<file path="config.mk">
export PLATFORM = sky130hd
export DESIGN_NAME = state_1ms_sched
export DESIGN_NICKNAME = d
export VERILOG_FILES = /design/src/rtl/state_1ms_sched.sv
export SDC_FILE = /design/constraint.sdc
export NUM_CORES = 1
export LEC_CHECK = 0
export CORE_MARGIN = 1.5
export CORE_UTILIZATION = 50
export DETAILED_ROUTE_END_ITERATION = 8
export DONT_BUFFER_PORTS = 1
export PLACE_DENSITY_LB_ADDON = 0.12
export SLEW_MARGIN = 20
export SYNTH_ARGS = -nofsm -noshare
export SYNTH_HDL_FRONTEND = slang
export SYNTH_SLANG_ARGS = --single-unit
</file>
<file path="constraint.sdc">
create_clock -name clk_sys -period 8.8 [get_ports clk_sys]
set_input_delay 1.76 -clock clk_sys [delete_from_list [all_inputs] [get_ports clk_sys]]
set_output_delay 1.76 -clock clk_sys [all_outputs]
set_load 0.02 [all_outputs]
</file>
<file path="src/rtl/state_1ms_sched.sv">
// Replays eight shadow timing params to the 1 ms state machine, then paces N start pulses P ms apart.
// First load 1 cycle after run, first start 9 cycles after run; no backpressure: run/cfg ignored while busy, abort wins.
module state_1ms_sched #(
  parameter int TICKS_PER_MS = 10000
) (
  input  logic        clk_sys,
  input  logic        rst,
  input  logic        cfg_we,
  input  logic [3:0]  cfg_addr,
  input  logic [15:0] cfg_data,
  input  logic        run,
  input  logic        abort,
  output logic        load,
  output logic [3:0]  loadchoice,
  output logic [15:0] datain,
  output logic        state_1ms_start,
  output logic [15:0] frame_cnt,
  output logic        busy,
  output logic        done
);
  localparam int TW = $clog2(TICKS_PER_MS);
  localparam logic [TW-1:0] TICK_LAST = TW'(TICKS_PER_MS - 1);
  localparam logic [TW-1:0] TICK_PRE  = TW'(TICKS_PER_MS - 2);

  typedef enum logic [2:0] {IDLE, LOAD, START, WAIT, DONE} state_t;

  state_t        state;
  logic [15:0]   param [8];
  logic [15:0]   frame_total;
  logic [15:0]   period_ms;
  logic [15:0]   total_lat;
  logic [15:0]   period_lat;
  logic [15:0]   ms_cnt;
  logic [TW-1:0] tick;
  logic [2:0]    k;
  logic [2:0]    k_nxt;

  assign k_nxt = k + 3'd1;

  // Outputs are registered for the state being entered, so each one lines up with that state's cycle.
  always_ff @(posedge clk_sys) begin
    if (rst) begin
      state           <= IDLE;
      for (int i = 0; i < 8; i++) param[i] <= '0;
      frame_total     <= '0;
      period_ms       <= '0;
      total_lat       <= '0;
      period_lat      <= '0;
      ms_cnt          <= '0;
      tick            <= '0;
      k               <= '0;
      load            <= 1'b0;
      loadchoice      <= '0;
      datain          <= '0;
      state_1ms_start <= 1'b0;
      frame_cnt       <= '0;
      busy            <= 1'b0;
      done            <= 1'b0;
    end else begin
      load            <= 1'b0;
      loadchoice      <= '0;
      datain          <= '0;
      state_1ms_start <= 1'b0;
      done            <= 1'b0;

      if (cfg_we && state == IDLE) begin
        if (!cfg_addr[3])        param[cfg_addr[2:0]] <= cfg_data;
        else if (cfg_addr == 4'd8) frame_total <= cfg_data;
        else if (cfg_addr == 4'd9) period_ms   <= cfg_data;
      end

      // The start pulse has already gone out, so it is counted even if abort lands on this edge.
      if (state == START) frame_cnt <= frame_cnt + 16'd1;

      if (state != IDLE && abort) begin
        state <= IDLE;
        busy  <= 1'b0;
      end else begin
        case (state)
          IDLE: begin
            if (run && !abort) begin
              state      <= LOAD;
              busy       <= 1'b1;
              frame_cnt  <= '0;
              total_lat  <= frame_total;
              period_lat <= (period_ms == 16'd0) ? 16'd1 : period_ms;
              k          <= '0;
              load       <= 1'b1;
              loadchoice <= 4'd0;
              datain     <= param[0];
            end
          end
          LOAD: begin
            if (k == 3'd7) begin
              if (total_lat != 16'd0) begin
                state           <= START;
                state_1ms_start <= 1'b1;
              end else begin
                state <= DONE;
                done  <= 1'b1;
              end
            end else begin
              k          <= k_nxt;
              load       <= 1'b1;
              loadchoice <= {1'b0, k_nxt};
              datain     <= param[k_nxt];
            end
          end
          START: begin
            state  <= WAIT;
            tick   <= '0;
            ms_cnt <= '0;
          end
          WAIT: begin
            // START used one cycle of the period, so leave one tick before the final wrap.
            if (ms_cnt == period_lat - 16'd1 && tick == TICK_PRE) begin
              if (frame_cnt < total_lat) begin
                state           <= START;
                state_1ms_start <= 1'b1;
              end else begin
                state <= DONE;
                done  <= 1'b1;
              end
            end else if (tick == TICK_LAST) begin
              tick   <= '0;
              ms_cnt <= ms_cnt + 16'd1;
            end else begin
              tick <= tick + TW'(1);
            end
          end
          DONE: begin
            state <= IDLE;
            busy  <= 1'b0;
          end
          default: begin
            state <= IDLE;
            busy  <= 1'b0;
          end
        endcase
      end
    end
  end

endmodule

</file>
==> results of run 1 <==
## layout by cell type (no fill, tap or decap), drive strengths merged, types with 4 or more instances in the layout
cell type	instances
a2111o	11
a21o	7
a21oi	42
a22o	11
a22oi	17
and2	133
and3	16
buf	13
clkbuf	46
clkinv	4
dfxtp	139
edfxtp	128
ha	22
inv	30
mux2	16
mux2i	36
mux4	32
nand2	77
nand2b	4
nand3	33
nand4	19
nor2	111
nor2b	4
nor3	16
nor4	11
o2111ai	6
o211ai	5
o21ai	30
or3	6
xnor2	13
xor2	32
## flip-flops by register name, indices dropped and copies added, names as in the netlist
| name | cells |
|---|---|
| ms_cnt | 16 |
| state_1ms_start | 1 |
| datain | 16 |
| frame_total | 16 |
| total_lat | 16 |
| busy | 1 |
| state | 3 |
| k | 3 |
| period_lat | 16 |
| frame_cnt | 16 |
| loadchoice | 3 |
| load | 1 |
| period_ms | 16 |
| done | 1 |
| param | 128 |
| tick | 14 |
## worst min-delay path by stage
stage                     depth (start not counted)            end            start  slack, ps
after floorplan                                   2   total_lat[0]   frame_total[0]        430
after detailed placement                          2  total_lat[12]  frame_total[12]        440
after global routing                              2  total_lat[12]  frame_total[12]        470
after global placement                            2  total_lat[14]  frame_total[14]        440
final                                             2  total_lat[12]  frame_total[12]        450
after CTS                                         2  total_lat[12]  frame_total[12]        450
## worst max-delay path: cells and delay by family, from the launching register on
| family | cells | cell delay [ps] |
|---|---|---|
| DFF | 1 | 360 |
| and+or+nand+nor | 5 | 2200 |
| AOI/OAI and AO/OA | 3 | 770 |
## per-stage QoR
stage | instances | utilization | setup WS, ps | hold slack, ps
2_1_floorplan | 1108 | - | 4927 | 431.2
3_3_place_gp | 1386 | 0.5192 | 4886 | 436.6
3_5_place_dp | 1386 | 0.5196 | 4905 | 440.6
4_1_cts | 1440 | 0.5609 | 5392 | 451.2
5_1_grt | 1440 | 0.5614 | 5078 | 466.1
6_report | 1440 | 0.5614 | 5397 | 451.1
## kinds of logic (layout without fill, tap and decap cells)
group | count (synthesis) | in the layout | share of synthesized area
multiplexers | 84 | 84 | 0.1022
other | 1 | 1 | 0.0003039
adder cells (fa/ha/maj) | 22 | 22 | 0.02231
AND/OR/NAND/NOR | 452 | 452 | 0.1922
XOR/XNOR | 45 | 45 | 0.03194
flip-flops | 267 | 267 | 0.5370
AO/OA/AOI/OAI | 149 | 149 | 0.08415
buffers and inverters | 88 | 96 | 0.02991
## layout make-up
type / instances / area share
sequential: 267 / 0.4869
multi-input combinational: 753 / 0.3947
clock buffer: 46 / 0.06498
tap: 324 / 0.02978
clock inverter: 8 / 0.008548
inverter: 29 / 0.007996
timing repair buffer: 13 / 0.007169
## metal layers
layer | vias up | GRT usage | share of wire | wire (um)
met2 | 192 | 0.3577 | 0.46 | 13200
met4 | 0 | 0.05438 | 0.022 | 623
met1 | 3961 | 0.3209 | 0.46 | 13260
met3 | 43 | 0.03636 | 0.053 | 1512
li1 | 3965 | - | - | -
met5 | - | 0 | 0 | 0
## where the power goes
part	internal [mW]	switching [mW]	leakage, nW
clock network	0.773	0.484	0.492
logic	0.0374	0.0650	2.07
registers	1.33	0.0161	2.45
==> flow_summary.json, run 1 <==
{
  "overflow": 0,
  "fin_worst_skew_ps": 8.799,
  "syn_area_um2": 12340,
  "synth_commonest_cells": "139 x dfxtp_1, 133 x and2_1, 128 x edfxtp_1",
  "start_kind": "flip-flop",
  "synth-seq-cells": 267,
  "slowest_stage": "or4_1",
  "slew_violations": 0,
  "wl_per_cell_um": 19.85,
  "placed_area_um2": 12600,
  "num_vias": 8161,
  "max_slew_margin": 0.3726,
  "period_share": 0.3867,
  "crit_type": "reg -> reg",
  "io_buffers": 0,
  "cts_tree": "yes",
  "fp.dieArea_um2": 25630,
  "cpPeakStageDelay_ps": 800,
  "synth_edf_count": 128,
  "drive_above_1_share": 0.1138,
  "multiInputGateArea_um2": 5373,
  "row_count": 57,
  "design_area_um2": 13610,
  "reg2reg_to": "ms_cnt[1]",
  "crit_chain": "or4_4, or3_4, a2111oi_4, o211ai_1, or4_1, nand2_8, nand2_4, o21ai_0",
  "cts-hold-fix-buffers": 0,
  "ff_latch_area_um2": 6628,
  "synth_warnings": 0,
  "cts_max_level": 1,
  "critPathLaunch": "period_lat[9]",
  "die_y_um": 160.1,
  "critPathArrivalTime_ps": 3870,
  "antenna_found_initial": 0,
  "drtIter0Drc": 647,
  "finalHoldViolations": 0,
  "ioPinCount": 65,
  "synth_most_common_cell": "dfxtp_1",
  "viasPerCell": 5.667,
  "fmax_ghz": 0.2939,
  "ys_async_sr_fraction": 0,
  "leakagePower_nw": 5.008,
  "rrSetupSlack_ps": 5400,
  "rsz0062_at_grt": "false",
  "p_per_area_nw_per_um2": 198.7,
  "area_growth_pct": 10.31,
  "dr.pass1.iters": 9,
  "synthTopCellsByArea": "edfxtp_1 31%, dfxtp_1 23%, and2_1 6.7%",
  "nets": 1140,
  "hpwl_um": 18670,
  "cts_resized": 0,
  "fin_tns_setup_ps": 0,
  "ys_types": 67,
  "syn_area_per_cell_um2": 11.14,
  "gp_congestion": 0.8082,
  "start_util": 0.5089,
  "path_max_fanout": 24,
  "synth.top_cell.area_share": 0.3115,
  "postCtsSetupBuffers": 0,
  "core_um2": 24250,
  "root_buffer": "clkbuf_16",
  "max-clock-path-buffers": 3,
  "worstSkewPairLatency_ps": 540,
  "ys.flop_type": "dfxtp_1",
  "grt_pass1_wl_um": 45440,
  "cp.required_ps": 9260,
  "synth_area_leader_cell": "edfxtp_1",
  "end_kind": "flip-flop",
  "irDropWorstVdd_mv": 0.1513,
  "yosysSeqAreaShare": 0.5370,
  "grt_max_degree": 69,
  "grt_usage": 0.2243,
  "min_path_type": "reg -> reg",
  "syn_nets": 1155,
  "drc": 0,
  "cts.sinks": 267,
  "cts_inserted_buffers": 29,
  "r2r-start": "period_lat[9]",
  "filler_cell_count": 2063,
  "status": "finished clean",
  "finalSetupViolCount": 0,
  "diodes": 0,
  "netlist_instances": 1108,
  "crit_end": "ms_cnt[1]",
  "fp.dieW_um": 160.1,
  "period_needed_ps": 3403,
  "grt_pass1_vias": 7951,
  "routed_wl_um": 28590,
  "ant_nets": 0,
  "clk_pin_slew_worst_paths_ps": 60,
  "worst_slew_pin_slew_ps": 941.1,
  "p_total_mw": 2.705,
  "maxCapViolations": 0,
  "reg2regPathDepth": 8
}
No activity file was read; power rests on OpenSTA's default activity.
==> run 2, diff against run 1 <==
==> constraint.sdc (replaced) <==
create_clock -name clk_sys -period 3.45 [get_ports clk_sys]
set_input_delay 0.69 -clock clk_sys [delete_from_list [all_inputs] [get_ports clk_sys]]
set_output_delay 0.69 -clock clk_sys [all_outputs]
set_load 0.02 [all_outputs]
==> flow_summary.json, run 2 (synthesis gave the netlist of run 1 again) <==
{
  "max-clock-path-buffers": 3,
  "p_per_area_nw_per_um2": 486.6,
  "p_int_mw": 5.181,
  "ioPinCount": 65,
  "p_sw_mw": 1.437,
  "cp.required_ps": 3920,
  "drive_above_1_share": 0.1156,
  "worstSkewPairLatency_ps": 550,
  "drtIter0Drc": 595,
  "dr.pass1.iters": 5,
  "row_count": 57,
  "grt_pass1_wl_um": 45110,
  "irDropWorstVdd_mv": 0.3089,
  "grt_pass1_vias": 8014,
  "antenna_found_initial": 0,
  "end_kind": "flip-flop",
  "crit_type": "reg -> reg",
  "root_buffer": "clkbuf_16",
  "period_needed_ps": 3096,
  "ant_nets": 0,
  "layout_commonest_cell": "dfxtp_1",
  "fin_tns_setup_ps": 0,
  "use_met2": 0.3648,
  "fin_util": 0.5609,
  "maxCapViolations": 0,
  "rsz0062_at_grt": "false",
  "cts_tree": "yes",
  "leakagePower_nw": 5.032,
  "die_y_um": 160.1,
  "slew_violations": 0,
  "fp.dieArea_um2": 25630,
  "cts_resized": 0,
  "start_util": 0.5089,
  "clock_power_share": 0.442,
  "finalSetupViolCount": 0,
  "diodes": 0,
  "area_growth_pct": 10.22,
  "gp_congestion": 0.9053,
  "nets": 1157,
  "status": "finished clean",
  "grt_max_degree": 69,
  "cts.sinks": 267,
  "core_um2": 24250,
  "viasPerCell": 5.661,
  "largest_register_ffs": 128,
  "io_buffers": 0,
  "fp.dieW_um": 160.1,
  "grt.busiest_layer": "met2",
  "dp_cells": 1403,
  "most-common-layout-cells": "138 x dfxtp_1, 133 x and2_1, 128 x edfxtp_1",
  "grt_usage": 0.2247,
  "layout.cells.non_filler": 1457,
  "clk_pin_slew_worst_paths_ps": 60,
  "hpwl_um": 18820,
  "critPathArrivalTime_ps": 3570,
  "path_max_fanout": 24,
  "wl_per_cell_um": 19.68,
  "period_share": 0.8974,
  "swShare": 0.2171,
  "worst_slew_pin_slew_ps": 924.3,
  "cts_max_level": 1,
  "max_slew_margin": 0.3838,
  "sequentialPowerShare": 0.518,
  "fmax_ghz": 0.3230,
  "finalHoldViolations": 0,
  "top_register": "param",
  "overflow": 0,
  "routed_wl_um": 28670,
  "num_vias": 8248,
  "grtUsageMet3": 0.03922,
  "drc": 0,
  "combPwrFrac": 0.040,
  "start_kind": "flip-flop",
  "min_path_type": "in -> reg",
  "fin_worst_skew_ps": 14.15,
  "met1_usage": 0.3155,
  "cts_inserted_buffers": 29,
  "postCtsSetupBuffers": 0,
  "cts-hold-fix-buffers": 0
}
## run 2: cell types whose count changed in the layout (fill, tap and decap cells not counted), sizes merged
| cell | previous run | this run |
|---|---|---|
| buf | 13 | 30 |
| bufinv | 3 | 1 |
| clkinv | 4 | 6 |
## run 2: routing by layer
layer  part of all wire  up-vias
met2               0.46      193
met4              0.020        0
met5                  0        -
li1                   -     4006
met1               0.47     4002
met3              0.050       47
## run 2: final cells by class
class                      instances  area (um2)
tap                              324       405.4
clock inverter                     8       65.06
clock buffer                      46       819.5
timing repair buffer              30       225.2
multi-input combinational        753        5350
fill                            2080       10650
inverter                          29       108.9
sequential                       267        6628
## run 2: power groups by stage
stage / Clock (mW) / Sequential (mW) / Combinational (mW)
final: 2.92 / 3.43 / 0.266
after global routing: 3.11 / 3.44 / 0.291
after CTS: 2.98 / 3.43 / 0.268
after detailed placement: 0 / 3.50 / 0.267
after global placement: 0 / 3.49 / 0.265
after floorplan: 0 / 3.49 / 0.203
## run 2: worst paths after layout
| kind | endpoint | slack (ps) | depth (start not counted) | startpoint |
|---|---|---|---|---|
| max | ms_cnt[0] | 350 | 9 | period_lat[9] |
| min | busy | 220 | 1 | rst |
| max reg2reg | ms_cnt[0] | 350 | 9 | period_lat[9] |
| min reg2reg | total_lat[10] | 450 | 2 | frame_total[10] |
## run 2: stage by stage
step           total power, mW  worst slack, ps  hold slack (ps)  cell area (um2)
6_report                 6.618            353.8            217.1            13600
5_1_grt                  6.832            118.8            199.0            13600
4_1_cts                  6.673            344.3            196.8            13600
3_5_place_dp             3.764            355.9            442.0            12720
3_3_place_gp             3.759            396.9            440.8            12720
2_1_floorplan            3.689            538.5            431.2            12340
## run 2: worst max-delay path, cell delays in order, from the launching register on
cell       delay (ps)
dfxtp_1           350
or4_4             580
or3_4             390
a2111oi_4         370
o211ai_1          130
or4_1             510
buf_4             200
nand2_8           160
nand2_4           140
o21ai_0           160
==> run 3, diff against run 2 <==
--- a/config.mk
+++ b/config.mk
@@ -6,7 +6,7 @@
 export NUM_CORES = 1
 export LEC_CHECK = 0
 export CORE_MARGIN = 1.5
-export CORE_UTILIZATION = 50
+export CORE_UTILIZATION = 32
 export DETAILED_ROUTE_END_ITERATION = 8
 export DONT_BUFFER_PORTS = 1
 export PLACE_DENSITY_LB_ADDON = 0.12
==> flow_summary.json, run 3 (synthesis gave the netlist of run 1 again) <==
{
  "crit_type": "reg -> reg",
  "slew_violations": 0,
  "cts.sinks": 267,
  "core_um2": 37840,
  "combPwrFrac": 0.039,
  "layout_commonest_cell": "dfxtp_1",
  "grt_pass1_wl_um": 51870,
  "wl_per_cell_um": 20.41,
  "design_area_um2": 14140,
  "die_y_um": 199.4,
  "maxCapViolations": 0,
  "grt_usage": 0.1754,
  "ioPinCount": 65,
  "grt_max_degree": 69,
  "min_path_type": "in -> reg",
  "max_slew_margin": 0.4497,
  "cts_inserted_buffers": 34,
  "grt_pass1_vias": 8432,
  "hpwl_um": 21680,
  "dp_cells": 1596,
  "fp.dieW_um": 199.4,
  "max-clock-path-buffers": 3,
  "sequentialPowerShare": 0.466,
  "start_util": 0.3261,
  "top_register": "param",
  "worst_slew_pin_slew_ps": 822.4,
  "layout.cells.non_filler": 1654,
  "finalSetupViolCount": 0,
  "cts_max_level": 2,
  "nets": 1168,
  "cts-hold-fix-buffers": 0,
  "filler_cell_count": 3785,
  "critPathArrivalTime_ps": 3590,
  "clock_power_share": 0.495,
  "period_needed_ps": 3153,
  "area_growth_pct": 14.59,
  "p_int_mw": 5.756,
  "finalHoldViolations": 0,
  "root_buffer": "clkbuf_16",
  "place_ws_ps": 317.8,
  "postCtsSetupBuffers": 0,
  "drtIter0Drc": 448,
  "end_kind": "flip-flop",
  "fin_worst_skew_ps": 17.07,
  "status": "finished clean",
  "viasPerCell": 5.001,
  "fin_util": 0.3737,
  "fin_tns_setup_ps": 0,
  "irDropWorstVdd_mv": 0.2646,
  "antenna_found_initial": 0,
  "leakagePower_nw": 5.206,
  "diodes": 0,
  "fmax_ghz": 0.3172,
  "cts_resized": 0,
  "most-common-layout-cells": "138 x dfxtp_1, 133 x and2_1, 128 x edfxtp_1",
  "routed_wl_um": 33750,
  "largest_register_ffs": 128,
  "clk_pin_slew_worst_paths_ps": 50,
  "num_vias": 8272,
  "drive_above_1_share": 0.1356,
  "start_kind": "flip-flop",
  "rsz0062_at_grt": "false",
  "p_total_mw": 7.356,
  "ant_nets": 0,
  "worstSkewPairLatency_ps": 530,
  "fp.dieArea_um2": 39750,
  "drc": 0,
  "dr.pass1.iters": 5,
  "row_count": 71,
  "path_max_fanout": 24,
  "gp_congestion": 0.8152,
  "finalWorstSetupSlack_ps": 297.4,
  "placed_area_um2": 13000,
  "cp.required_ps": 3890,
  "p_sw_mw": 1.600,
  "fin_hold_ws_ps": 247.8,
  "io_buffers": 0,
  "period_share": 0.9138,
  "overflow": 0,
  "swShare": 0.2175,
  "cts_tree": "yes",
  "p_per_area_nw_per_um2": 520.2
}
-- run 3: worst max-delay path, stage by stage (launching register included) --
cell and delay [ps]:
dfxtp_1 350, or4_4 580, or3_4 390, a2111oi_4 410, o211ai_1 140, or4_1 500, buf_4 200, nand2_8 170
nand2_4 150, o21ai_0 180
-- run 3: final cells by class --
class	instances	area [um2]	area share
Sequential cell	267	6628	0.4687
Clock buffer	47	1011	0.07149
Inverter	29	108.9	0.007698
Multi-Input combinational cell	753	5350	0.3783
Timing Repair Buffer	36	270.3	0.01911
Clock inverter	11	133.9	0.009467
Tap cell	511	639.4	0.04521
-- run 3: worst paths after layout --
path	from	end	slack, ps	depth (start not counted)
max	period_lat[9]	ms_cnt[1]	300	9
min reg2reg	frame_total[11]	total_lat[11]	460	2
min	rst	k[1]	250	1
max reg2reg	period_lat[9]	ms_cnt[1]	300	9
-- run 3: power by group through the flow --
stage               sequential (mW)  clock, mW  combinational [mW]
global placement               3.50          0               0.287
global route                   3.44       3.89               0.311
floorplan                      3.49          0               0.203
CTS                            3.43       3.76               0.289
finish                         3.43       3.64               0.284
detailed placement             3.50          0               0.288
-- run 3: metal layers --
metal  vias up  global-route usage  wire length (um)
li1       4020                   -                 -
met1      4067              0.2441             16310
met2       130              0.2722             15210
met3        55             0.03359              1381
met4         0             0.06099               857
met5         -                   0                 0
